==> config.mk <==
export PLATFORM = sky130hd
export DESIGN_NAME = iterative_arith_unit
export DESIGN_NICKNAME = d
export VERILOG_FILES = /design/src/rtl/iterative_arith_unit.sv
export SDC_FILE = /design/constraint.sdc
export NUM_CORES = 1
export LEC_CHECK = 0
export CAP_MARGIN = 5
export CORE_ASPECT_RATIO = 1.1
export CORE_MARGIN = 5
export CORE_UTILIZATION = 59
export DETAILED_ROUTE_END_ITERATION = 10
export GPL_TIMING_DRIVEN = 0
export PLACE_DENSITY = 0.81
export SYNTH_ARGS = -nofsm -noshare
export SYNTH_HDL_FRONTEND = slang
export SYNTH_SLANG_ARGS = --single-unit
==> constraint.sdc <==
create_clock -name CLK -period 6.7 [get_ports CLK]
set_input_delay 1.34 -clock CLK [delete_from_list [all_inputs] [get_ports CLK]]
set_output_delay 1.34 -clock CLK [all_outputs]
set_load 0.05 [all_outputs]
==> src/rtl/iterative_arith_unit.sv <==
// Multi-cycle unsigned ADD/SUB/MUL/DIV unit with a start/busy/valid handshake.
// ADD/SUB/MUL and divide-by-zero answer in one cycle; DIV runs a WIDTH-step restoring divider.
module iterative_arith_unit #(
  parameter int WIDTH = 8
) (
  input  logic             CLK,
  input  logic             RST,
  input  logic [WIDTH-1:0] A,
  input  logic [WIDTH-1:0] B,
  input  logic [1:0]       ALU_FUN,
  input  logic             Arith_Enable,
  output logic             Busy,
  output logic             Arith_Valid,
  output logic [WIDTH-1:0] Arith_OUT,
  output logic [WIDTH-1:0] Arith_OUT_HI,
  output logic             Carry_OUT,
  output logic             Div_Zero
);

  localparam int CNT_W = $clog2(WIDTH);
  localparam logic [CNT_W-1:0] LAST_ITER = CNT_W'(WIDTH - 1);

  localparam logic [1:0] FUN_ADD = 2'b00;
  localparam logic [1:0] FUN_SUB = 2'b01;
  localparam logic [1:0] FUN_MUL = 2'b10;
  localparam logic [1:0] FUN_DIV = 2'b11;

  typedef enum logic {
    IDLE    = 1'b0,
    DIV_RUN = 1'b1
  } state_t;

  // One restoring step: shift the next dividend bit into the partial remainder,
  // subtract the divisor when it fits and record the quotient bit.
  // Returned as {remainder[WIDTH:0], quotient/dividend shift register[WIDTH-1:0]}.
  function automatic logic [2*WIDTH:0] div_step(
    input logic [WIDTH:0]   rem,
    input logic [WIDTH-1:0] quo,
    input logic [WIDTH-1:0] dvs
  );
    logic [WIDTH:0] shifted;
    logic [WIDTH:0] trial;
    shifted = {rem[WIDTH-1:0], quo[WIDTH-1]};
    trial   = shifted - {1'b0, dvs};
    if (shifted >= {1'b0, dvs}) begin
      div_step = {trial, quo[WIDTH-2:0], 1'b1};
    end else begin
      div_step = {shifted, quo[WIDTH-2:0], 1'b0};
    end
  endfunction

  state_t           state_q, state_d;
  logic [CNT_W-1:0] cnt_q, cnt_d;
  logic [WIDTH:0]   rem_q, rem_d;
  logic [WIDTH-1:0] quo_q, quo_d;
  logic [WIDTH-1:0] dvs_q, dvs_d;

  logic             valid_q, valid_d;
  logic [WIDTH-1:0] out_q, out_d;
  logic [WIDTH-1:0] out_hi_q, out_hi_d;
  logic             carry_q, carry_d;
  logic             dz_q, dz_d;

  logic [WIDTH:0]     sum_w;
  logic [WIDTH:0]     dif_w;
  logic [2*WIDTH-1:0] prod_w;
  logic [2*WIDTH:0]   step_w;

  assign sum_w  = {1'b0, A} + {1'b0, B};
  assign dif_w  = {1'b0, A} - {1'b0, B};
  assign prod_w = {{WIDTH{1'b0}}, A} * {{WIDTH{1'b0}}, B};
  assign step_w = div_step(rem_q, quo_q, dvs_q);

  always_comb begin
    state_d  = state_q;
    cnt_d    = cnt_q;
    rem_d    = rem_q;
    quo_d    = quo_q;
    dvs_d    = dvs_q;
    valid_d  = 1'b0;
    out_d    = out_q;
    out_hi_d = out_hi_q;
    carry_d  = carry_q;
    dz_d     = dz_q;

    case (state_q)
      IDLE: begin
        if (Arith_Enable) begin
          case (ALU_FUN)
            FUN_ADD: begin
              out_d    = sum_w[WIDTH-1:0];
              out_hi_d = '0;
              carry_d  = sum_w[WIDTH];
              dz_d     = 1'b0;
              valid_d  = 1'b1;
            end
            FUN_SUB: begin
              out_d    = dif_w[WIDTH-1:0];
              out_hi_d = '0;
              carry_d  = dif_w[WIDTH];
              dz_d     = 1'b0;
              valid_d  = 1'b1;
            end
            FUN_MUL: begin
              out_d    = prod_w[WIDTH-1:0];
              out_hi_d = prod_w[2*WIDTH-1:WIDTH];
              carry_d  = 1'b0;
              dz_d     = 1'b0;
              valid_d  = 1'b1;
            end
            FUN_DIV: begin
              if (B == '0) begin
                out_d    = '1;
                out_hi_d = A;
                carry_d  = 1'b0;
                dz_d     = 1'b1;
                valid_d  = 1'b1;
              end else begin
                state_d = DIV_RUN;
                cnt_d   = '0;
                rem_d   = '0;
                quo_d   = A;
                dvs_d   = B;
              end
            end
            default: ;
          endcase
        end
      end

      DIV_RUN: begin
        rem_d = step_w[2*WIDTH:WIDTH];
        quo_d = step_w[WIDTH-1:0];
        cnt_d = cnt_q + 1'b1;
        if (cnt_q == LAST_ITER) begin
          state_d  = IDLE;
          out_d    = step_w[WIDTH-1:0];
          out_hi_d = step_w[2*WIDTH-1:WIDTH];
          carry_d  = 1'b0;
          dz_d     = 1'b0;
          valid_d  = 1'b1;
        end
      end

      default: state_d = IDLE;
    endcase
  end

  always_ff @(posedge CLK) begin
    if (RST) begin
      state_q  <= IDLE;
      cnt_q    <= '0;
      valid_q  <= 1'b0;
      out_q    <= '0;
      out_hi_q <= '0;
      carry_q  <= 1'b0;
      dz_q     <= 1'b0;
    end else begin
      state_q  <= state_d;
      cnt_q    <= cnt_d;
      valid_q  <= valid_d;
      out_q    <= out_d;
      out_hi_q <= out_hi_d;
      carry_q  <= carry_d;
      dz_q     <= dz_d;
    end
  end

  // Divider datapath: only meaningful while in DIV_RUN, reloaded on every accept.
  always_ff @(posedge CLK) begin
    rem_q <= rem_d;
    quo_q <= quo_d;
    dvs_q <= dvs_d;
  end

  assign Busy         = (state_q == DIV_RUN);
  assign Arith_Valid  = valid_q;
  assign Arith_OUT    = out_q;
  assign Arith_OUT_HI = out_hi_q;
  assign Carry_OUT    = carry_q;
  assign Div_Zero     = dz_q;

endmodule

==> metrics.txt <==
# TYPE chip_impl_metric gauge
chip_impl_metric{name="syn_area_per_cell",unit="um2"} 8.76
chip_impl_metric{name="grtUsageTotal",unit=""} 0.262
chip_impl_metric{name="num_rows",unit=""} 36
chip_impl_metric{name="num_vias",unit=""} 4812
chip_impl_metric{name="max_slew_headroom_at_the_worst_pin",unit=""} 0.418
chip_impl_metric{name="finClkSkew",unit="ns"} 0.00653
chip_impl_info{name="outcome",value="finished, final reports clean"} 1
chip_impl_metric{name="totalWireLength",unit="um"} 14500
chip_impl_info{name="end_kind",value="flop"} 1
chip_impl_metric{name="place.gp.congestion",unit=""} 0.952
chip_impl_info{name="synth-main-ff-cell",value="edfxtp_1"} 1
chip_impl_metric{name="io-pin-count",unit=""} 41
chip_impl_info{name="path_type_of_the_worst_setup_path",value="in2reg"} 1
chip_impl_metric{name="first_iter_violations",unit=""} 507
chip_impl_metric{name="die_height",unit="um"} 110
chip_impl_metric{name="postSynthRegisterBits",unit=""} 47
chip_impl_metric{name="place_hpwl",unit="um"} 11400
chip_impl_info{name="layout.cells.most_common",value="inv_1"} 1
chip_impl_metric{name="cts_made_buffers",unit=""} 5
chip_impl_metric{name="peakVddDrop",unit="V"} 0.000109
chip_impl_metric{name="gr-total-overflow",unit=""} 0
chip_impl_metric{name="worstPathArrival",unit="ns"} 6.37
chip_impl_metric{name="via_per_inst",unit=""} 6.19
chip_impl_metric{name="clock_tree.buffer_depth",unit=""} 2
chip_impl_metric{name="timing.setup.tns",unit="ns"} 0
chip_impl_metric{name="initial_core_util",unit=""} 0.607
chip_impl_metric{name="die_w",unit="um"} 101
chip_impl_info{name="cts.root.buffer_cell",value="clkbuf_8"} 1
chip_impl_metric{name="drtAntennaViolNets",unit=""} 0
chip_impl_metric{name="design_area",unit="um2"} 6020
chip_impl_metric{name="drt-pass1-iter-count",unit=""} 5
chip_impl_metric{name="cts.repair.resized",unit=""} 0
chip_impl_metric{name="fin_crit",unit="ns"} 6.21
chip_impl_metric{name="leak",unit="nW"} 2.69
chip_impl_metric{name="required",unit="ns"} 6.86
chip_impl_metric{name="synth_edf_count",unit=""} 24
chip_impl_metric{name="vias_in_the_first_global_route",unit=""} 4766
chip_impl_info{name="holdCritPathClass",value="reg2reg"} 1
chip_impl_metric{name="drt_drc_violations_left",unit=""} 0
chip_impl_metric{name="syn_nets",unit=""} 740
chip_impl_metric{name="htree_num_levels",unit=""} 2
chip_impl_metric{name="cap_viol_max_count",unit=""} 0
chip_impl_info{name="start_kind",value="input pin"} 1
chip_impl_metric{name="cts-hold-fix-buffers",unit=""} 0
chip_impl_metric{name="critical_path_peak_fanout",unit=""} 8
chip_impl_metric{name="setup_viol",unit=""} 0
chip_impl_metric{name="grt_start_max_net_pins",unit=""} 17
chip_impl_metric{name="netlist_instances",unit=""} 618
chip_impl_metric{name="cts_sinks",unit=""} 47
chip_impl_metric{name="multi_input_gate_area",unit="um2"} 3850
chip_impl_metric{name="power_per_cell_area",unit="nW/um2"} 207
chip_impl_metric{name="synthArstFlopShare",unit=""} 0
chip_impl_info{name="highest_count_cells_in_the_layout_ignoring_fill_and_taps",value="83 x inv_1, 62 x ha_1, 51 x nor2_1, 50 x nand2_1, 39 x fa_1"} 1
chip_impl_metric{name="flow.area_growth_from_synthesis",unit="%"} 11.2
chip_impl_info{name="rsz_0062_raised_after_global_routing",value="no"} 1
chip_impl_metric{name="clkLatencyLatePin",unit="ns"} 0.30
chip_impl_metric{name="post_synth_num_cell_types",unit=""} 74
chip_impl_metric{name="yosys_warnings",unit=""} 0
chip_impl_metric{name="synthesis.area",unit="um2"} 5410
chip_impl_metric{name="worstMarginPinSlew",unit="ns"} 0.869
chip_impl_metric{name="yosysSeqAreaShare",unit=""} 0.218
chip_impl_metric{name="drive_above_1_share",unit=""} 0.0572
chip_impl_metric{name="fin_hold_viols",unit=""} 0
chip_impl_metric{name="seq_area",unit="um2"} 1180
chip_impl_metric{name="antenna-diode-count",unit=""} 0
chip_impl_metric{name="post-cts-setup-buffers",unit=""} 0
chip_impl_metric{name="maxClockFrequency",unit="GHz"} 0.161
chip_impl_metric{name="overall_die_area",unit="um2"} 11200
chip_impl_metric{name="initial_antenna_violation_count",unit=""} 0
chip_impl_metric{name="nNetsFinal",unit=""} 785
chip_impl_metric{name="timing.final.crit_share",unit=""} 0.926
chip_impl_metric{name="grt_pass1_wl",unit="um"} 23700
chip_impl_metric{name="port-buffer-count",unit=""} 38
chip_impl_metric{name="final_report_max_slew_violation_count",unit=""} 0
chip_impl_info{name="cts_tree",value="yes"} 1
chip_impl_metric{name="fp.coreArea",unit="um2"} 8920
chip_impl_metric{name="worst_setup_hold_path_clk_slew",unit="ns"} 0.09
chip_impl_metric{name="post_drt_wl_per_cell",unit="um"} 18.6
chip_impl_metric{name="final.fill_count",unit=""} 742
chip_impl_metric{name="post_dp_cell_area",unit="um2"} 5930
synth_stat cells (5+ instances only):
cell type  instances  area, um2
nand2b_1           6       37.5
a2111oi_2          5       75.1
ha_1              62        776
edfxtp_1          24        721
and2_1            35        219
xnor2_1            7       61.3
nor2_1            51        191
nand3_1           12       60.1
fa_1              39        781
a21oi_1           27        135
dfxtp_1           23        460
a211oi_1           7       52.6
a21o_1            10       75.1
nand2_1           50        188
nor2b_1            7       43.8
nor3_1            11       55.1
o21bai_1           7       52.6
clkbuf_1          10       37.5
mux2_2             7       78.8
nor4_1             5       31.3
o21a_1             8       60.1
a31oi_1            9       56.3
and3_1             5       31.3
inv_1             83        312
o21ai_0           26        130
per-layer routing:
layer,vias up,global-route usage,share of wire
met2,253,0.445,0.49
met4,0,0.0665,0.019
met3,34,0.0296,0.092
met1,2286,0.352,0.40
met5,-,0,0
li1,2239,-,-
logic make-up (layout without fill, tap and decap cells):
| logic type | after synthesis | after routing | synth area share |
|---|---|---|---|
| xor gates and xnor gates | 11 | 11 | 0.0178 |
| DFF | 47 | 47 | 0.218 |
| muxes | 12 | 12 | 0.0240 |
| AOI/OAI and AO/OA | 148 | 148 | 0.199 |
| and+or+nand+nor | 199 | 199 | 0.182 |
| adders and majority gates | 101 | 101 | 0.288 |
| buffers and inverters | 100 | 146 | 0.0710 |
sequential cells by signal, summed over array words and instances (netlist names):
name,count
Div_Zero,1
quo_q,8
rem_q,8
dvs_q,8
Busy,1
Arith_OUT,8
Carry_OUT,1
Arith_Valid,1
Arith_OUT_HI,8
cnt_q,3
worst max-delay path: stages:
cell and delay [ns]:
clkdlybuf4s50_1 0.76, inv_1 0.30, nor2_1 0.25, fa_1 0.46
fa_1 0.53, fa_1 0.55, inv_1 0.06, fa_1 0.53
inv_1 0.04, ha_1 0.34, nand4b_1 0.18, a31o_1 0.30
a2111o_1 0.43, a21oi_1 0.19, a311oi_2 0.12
where the power goes:
part	switching [mW]	internal, mW
logic	0.447	0.293
clock network	0.0975	0.0734
registers	0.0131	0.324
final cells by class:
cell class	count	share of cell area
clock buffers	6	0.0121
plain buffers	16	0.0114
inverters	84	0.0524
multi-input cells	471	0.639
flip-flops and latches	47	0.196
clock inverters	2	0.00187
repair buffers	38	0.0632
well taps	114	0.0237
worst paths after layout:
kind,slack (ns),depth (start not counted),start,to
max,0.49,15,A[1],Arith_OUT_HI[7]$_SDFFE_PP0P_
min reg2reg,0.47,2,Div_Zero$_SDFFE_PP0P_,Div_Zero$_SDFFE_PP0P_
max reg2reg,4.25,7,rem_q[5]$_SDFFCE_PN0P_,Arith_OUT_HI[5]$_SDFFE_PP0P_
min,0.47,2,Div_Zero$_SDFFE_PP0P_,Div_Zero$_SDFFE_PP0P_
per-stage QoR:
step                      hold slack [ns]  power, mW  std cells  utilization  worst slack [ns]
after floorplan                     0.452      0.887        618            -              1.50
after global placement              0.445       1.04        770        0.665             0.280
after detailed placement            0.456       1.07        770        0.665             0.220
after CTS                           0.469       1.24        778        0.675             0.519
after global routing                0.511       1.35        778        0.675             0.200
final                               0.465       1.25        778        0.675             0.494
(Power assumes the default switching activity.)
